### config.mk
export PLATFORM = sky130hd
export DESIGN_NAME = pipeline_sequencer
export DESIGN_NICKNAME = d
export VERILOG_FILES = /design/src/rtl/cpu_pkg.sv /design/src/rtl/hazard_detect.sv /design/src/rtl/pipeline_sequencer.sv
export SDC_FILE = /design/constraint.sdc
export NUM_CORES = 1
export LEC_CHECK = 0
export ABC_AREA = 0
export ABC_CLOCK_PERIOD_IN_PS = 4460
export BUFFER_PORTS_ARGS = -buffer_cell sky130_fd_sc_hd__buf_4
export CORE_ASPECT_RATIO = 0.6
export CORE_UTILIZATION = 54
export DETAILED_ROUTE_END_ITERATION = 12
export PLACE_DENSITY = 0.91
export REMOVE_ABC_BUFFERS = 1
export SLEW_MARGIN = 20
export SYNTH_ARGS = -nofsm -noshare
export SYNTH_HDL_FRONTEND = slang
export SYNTH_SLANG_ARGS = --single-unit
### constraint.sdc
create_clock -name clk -period 4.46 [get_ports clk]
set_clock_uncertainty 0.2 [all_clocks]
set_input_delay 0.892 -clock clk [delete_from_list [all_inputs] [get_ports clk]]
set_output_delay 0.892 -clock clk [all_outputs]
set_load 0.05 [all_outputs]
### src/rtl/cpu_pkg.sv
// Shared definitions for the MIPS-subset core: opcode values as used by the
// control decoder, PC source encodings, and the front-end sequencer states.
package cpu_pkg;

  localparam logic [5:0] RTYPE = 6'b000000;
  localparam logic [5:0] LW    = 6'b100011;
  localparam logic [5:0] SW    = 6'b101011;
  localparam logic [5:0] BEQ   = 6'b000100;
  localparam logic [5:0] BNE   = 6'b000101;
  localparam logic [5:0] ADDI  = 6'b001000;
  localparam logic [5:0] J     = 6'b000010;
  localparam logic [5:0] HLT   = 6'b111111;

  localparam logic [1:0] PC_SRC_SEQ = 2'b00;  // PC+4
  localparam logic [1:0] PC_SRC_BR  = 2'b01;  // branch target
  localparam logic [1:0] PC_SRC_JMP = 2'b10;  // jump target

  typedef enum logic [1:0] {
    ST_IDLE   = 2'd0,
    ST_RUN    = 2'd1,
    ST_DRAIN  = 2'd2,
    ST_HALTED = 2'd3
  } state_e;

  // Opcodes that read rt as a source operand (addi/lw write rt instead).
  function automatic logic uses_rt(input logic [5:0] op);
    return (op == RTYPE) || (op == SW) || (op == BEQ) || (op == BNE);
  endfunction

endpackage

### src/rtl/hazard_detect.sv
// Load-use hazard compare between the load in EX and the instruction in ID.
//   ex_mem_read, ex_rt : load in EX and its destination register
//   id_opcode, id_rs, id_rt : instruction in ID
//   stall_req : ID consumes the register the EX load is about to produce
import cpu_pkg::*;

module hazard_detect (
  input  logic       ex_mem_read,
  input  logic [4:0] ex_rt,
  input  logic [5:0] id_opcode,
  input  logic [4:0] id_rs,
  input  logic [4:0] id_rt,
  output logic       stall_req
);

  // $0 is hardwired, so a load targeting it never creates a dependency.
  assign stall_req = ex_mem_read && (ex_rt != 5'd0) &&
                     ((ex_rt == id_rs) || ((ex_rt == id_rt) && uses_rt(id_opcode)));

endmodule

### src/rtl/pipeline_sequencer.sv
// Front-end controller for the 5-stage core. Drives PC / IF-ID enables,
// IF-ID and ID-EX flushes and PC source; handles load-use stalls, taken
// branches, jumps and halt draining; keeps saturating stall/flush counters.
//   clk, rst_n        : clock, synchronous active-low reset
//   start             : leaves IDLE
//   id_*              : instruction in ID
//   ex_mem_read/ex_rt : load in EX
//   ex_branch_taken   : branch in EX resolved taken
//   pc_en, ifid_en, ifid_flush, idex_flush, pc_src : pipeline controls
//   halted, stall_cnt, flush_cnt : status
import cpu_pkg::*;

module pipeline_sequencer #(
  parameter int DRAIN_CYCLES = 3,
  parameter int CNT_W        = 16
) (
  input  logic             clk,
  input  logic             rst_n,
  input  logic             start,
  input  logic [5:0]       id_opcode,
  input  logic [4:0]       id_rs,
  input  logic [4:0]       id_rt,
  input  logic             ex_mem_read,
  input  logic [4:0]       ex_rt,
  input  logic             ex_branch_taken,
  output logic             pc_en,
  output logic             ifid_en,
  output logic             ifid_flush,
  output logic             idex_flush,
  output logic [1:0]       pc_src,
  output logic             halted,
  output logic [CNT_W-1:0] stall_cnt,
  output logic [CNT_W-1:0] flush_cnt
);

  localparam int DW = (DRAIN_CYCLES > 1) ? $clog2(DRAIN_CYCLES) : 1;

  state_e        state;
  logic [DW-1:0] drain_cnt;
  logic          stall_req;
  logic          run, ev_br, ev_stall, ev_jmp, ev_hlt;

  hazard_detect u_hz (
    .ex_mem_read (ex_mem_read),
    .ex_rt       (ex_rt),
    .id_opcode   (id_opcode),
    .id_rs       (id_rs),
    .id_rt       (id_rt),
    .stall_req   (stall_req)
  );

  // Strict priority: a taken branch makes the ID instruction wrong-path,
  // so nothing decoded in ID may act in that cycle.
  assign run      = (state == ST_RUN);
  assign ev_br    = run && ex_branch_taken;
  assign ev_stall = run && !ex_branch_taken && stall_req;
  assign ev_jmp   = run && !ex_branch_taken && !stall_req && (id_opcode == J);
  assign ev_hlt   = run && !ex_branch_taken && !stall_req && (id_opcode == HLT);

  assign halted = (state == ST_HALTED);

  always_comb begin
    // IDLE / DRAIN / HALTED: frozen front end, bubbles into both registers
    pc_en      = 1'b0;
    ifid_en    = 1'b0;
    ifid_flush = 1'b1;
    idex_flush = 1'b1;
    pc_src     = PC_SRC_SEQ;
    if (run) begin
      if (ev_br) begin
        pc_en   = 1'b1;
        ifid_en = 1'b1;
        pc_src  = PC_SRC_BR;
      end else if (ev_stall) begin
        ifid_flush = 1'b0;
      end else if (ev_jmp) begin
        pc_en      = 1'b1;
        ifid_en    = 1'b1;
        idex_flush = 1'b0;
        pc_src     = PC_SRC_JMP;
      end else if (ev_hlt) begin
        // hlt itself moves on into ID/EX as a no-op
        idex_flush = 1'b0;
      end else begin
        pc_en      = 1'b1;
        ifid_en    = 1'b1;
        ifid_flush = 1'b0;
        idex_flush = 1'b0;
      end
    end
  end

  always_ff @(posedge clk) begin
    if (!rst_n) begin
      state     <= ST_IDLE;
      drain_cnt <= '0;
      stall_cnt <= '0;
      flush_cnt <= '0;
    end else begin
      case (state)
        ST_IDLE: if (start) state <= ST_RUN;
        ST_RUN: if (ev_hlt) begin
          state     <= ST_DRAIN;
          drain_cnt <= DW'(DRAIN_CYCLES - 1);
        end
        ST_DRAIN: begin
          // Leave as the count steps to zero so halted rises exactly
          // DRAIN_CYCLES cycles after hlt sat in ID.
          if (drain_cnt <= DW'(1)) begin
            state     <= ST_HALTED;
            drain_cnt <= '0;
          end else begin
            drain_cnt <= drain_cnt - DW'(1);
          end
        end
        default: state <= ST_HALTED;
      endcase
      if (ev_stall && (stall_cnt != '1))
        stall_cnt <= stall_cnt + CNT_W'(1);
      if ((ev_br || ev_jmp) && (flush_cnt != '1))
        flush_cnt <= flush_cnt + CNT_W'(1);
    end
  end

endmodule

==> run summary <==
Status: completed
Lkg Pwr: 0.967 nW
DR WL/cell: 15.6 um
Largest net degree at the start of global routing: 34
Period utilization: 83.0%
Max-Cap Viols: 0
Clock buffer depth: 2
CTS tree: done
Post-CTS sizing: 0
Vias in the first global route: 1819
Setup_tns: 0 ns
Dpl ws: 0.787 ns
CTS buffer count: 5
Detailed Route WL: 5.46 mm
Share of cells above drive strength 1: 26.2%
Synth unique cells: 38
Antenna fix cells: 0
Worst Path Required: 3.37 ns
Post-DP HPWL: 3.85 mm
Worst skew pair latency: 0.30 ns
Die width: 79.4 um
CTS root buffer: clkbuf_8
Vias: 2096
Seq/Total Area, Yosys: 37.1%
CTS H-tree depth: 2
I/O Pins: 65
Initial Utilization: 58.1%
Die ar.: 0.00385 mm2
Cells after Synth: 240
First-iteration detailed-routing DRC count: 170
CTS Sinks: 36
Crit-path max FO: 3
PwrDens: 253 mW/mm2
Port bufs: 64
Via density: 5.99
Filler-free cell count of the finished design: 350
Hold buffers post-CTS: 0
GRT Total Usage: 30.3%
Row count: 16
Fin. max-slew vios: 0
Async SR Flop Fraction: 0%
RSZ-0062 raised after global routing: false
Core area: 0.00334 mm2
Slew headroom: 29.5%
Synth Warn #: 0
Mean Syn Cell Area: 8.10 um2
Remaining DRCs: 0
Most common cell after layout, fill and taps aside: buf_4
Post-CTS Setup Inserts: 0
Worst-Margin Slew: 1.06 ns
Hold Path Class: flip-flop to flip-flop
Number of synthesized register bits: 36
Remaining antenna violation count: 0
P&R area growth vs syn: 30.6%
CP Data Arrival Time: 2.61 ns
Mapped Area: 0.00194 mm2
Gpl congestion: 0.870
Maximum clock rate: 270 MHz
Worst-path clk slew: 0.08 ns
Number of synthesized flops with an enable pin: 0
Main synth FF type: dfxtp_1
First-pass GRT wire length: 8.90 mm
Final setup viols: 0
Placed cells: 342
Minimum clock period: 3.70 ns
Crit path kind: input port to output pin
Die Ht: 48.5 um
Final Hold Fails: 0
Endpoint class of the critical path: output pin
Worst setup margin: 0.759 ns
Commonest non-fill, non-tap cells in the layout: 64 x buf_4, 36 x dfxtp_1, 26 x a21oi_1
Total grt overflow: 0
Nets: 332
Initial antenna violation count: 0
VDD IR max: 0.204 mV
Critical Path Start Type: input port
Drt first pass iters: 5
-- per-layer routing --
layer / GRT usage (%) / up-vias / routed length [um]
met3: 7.17 / 18 / 361
met5: 0 / - / 0
met1: 41.4 / 970 / 2450
li1: - / 1019 / -
met4: 11.8 / 0 / 131
met2: 46.0 / 89 / 2520
-- cells in the mapped netlist, drive strengths merged (3+ instances only) --
cell type / number / area (um2)
xnor2: 6 / 52.6
or2: 3 / 18.8
inv: 8 / 30.0
xor2: 13 / 114
o21ai: 18 / 90.1
or4: 9 / 71.3
and3: 7 / 43.8
nand4: 9 / 56.3
nand2: 13 / 56.3
nor2: 23 / 86.3
dfxtp: 36 / 721
o211ai: 3 / 22.5
o31ai: 6 / 45.0
nand3: 17 / 90.1
or3: 14 / 87.6
clkbuf: 6 / 22.5
a21oi: 26 / 130
-- power breakdown --
| group | total [mW] | internal (mW) | switching (mW) | leakage [nW] |
|---|---|---|---|---|
| logic | 0.0761 | 0.0320 | 0.0441 | 0.629 |
| registers | 0.325 | 0.323 | 0.00257 | 0.290 |
| clock network | 0.241 | 0.109 | 0.132 | 0.0479 |
| total | 0.642 | 0.464 | 0.178 | 0.967 |
-- area by class of cell --
type                            count  area, um2
Tap cell                           45       56.3
Clock buffer                        5       68.8
Multi-Input combinational cell    189       1160
Inverter                            8       30.0
Fill cell                         251        806
Sequential cell                    36        721
Timing Repair Buffer               64        480
Clock inverter                      3       18.8
-- per-stage QoR --
step / power [mW] / util (%) / instance area [um2] / hold WS [ns]
final: 0.642 / 75.9 / 2540 / 0.276
after detailed placement: 0.408 / 73.3 / 2450 / 0.266
after global routing: 0.665 / 75.9 / 2540 / 0.298
after global placement: 0.407 / 73.3 / 2450 / 0.233
after floorplan: 0.373 / - / 1910 / 0.222
after CTS: 0.641 / 75.9 / 2540 / 0.275
-- path summary, 6_finish.rpt --
check | slack [ns] | cells after the start | from | end
setup / recovery | 0.76 | 7 | ex_rt[0] | pc_src[1]
hold / removal | 0.28 | 2 | drain_cnt[1] | drain_cnt[1]
setup reg to reg | 1.84 | 6 | flush_cnt[0] | flush_cnt[9]
hold reg to reg | 0.28 | 2 | drain_cnt[1] | drain_cnt[1]
-- logic make-up (layout without fill, tap and decap cells) --
kind of cell	after synthesis	in the layout	share of synthesized area, %
simple gates	104	104	29.4
buf+inv	15	80	3.09
flops	36	36	37.1
compound gates	63	63	20.1
xor+xnor	19	19	8.56
fa+ha+maj	2	2	1.29
mux	1	1	0.515
-- sequential cells by signal, indices dropped and copies added (netlist names) --
name,flops
drain_cnt,2
stall_cnt,16
flush_cnt,16
state,2
-- worst max-delay path, cell delays in order --
cell and delay [ns]:
buf_4 0.12, or4_1 0.55, o21ai_1 0.22, a21oi_1 0.09
or3_1 0.35, nor3_1 0.14, buf_4 0.23
Note: power is estimated with default switching activity, not from simulation.
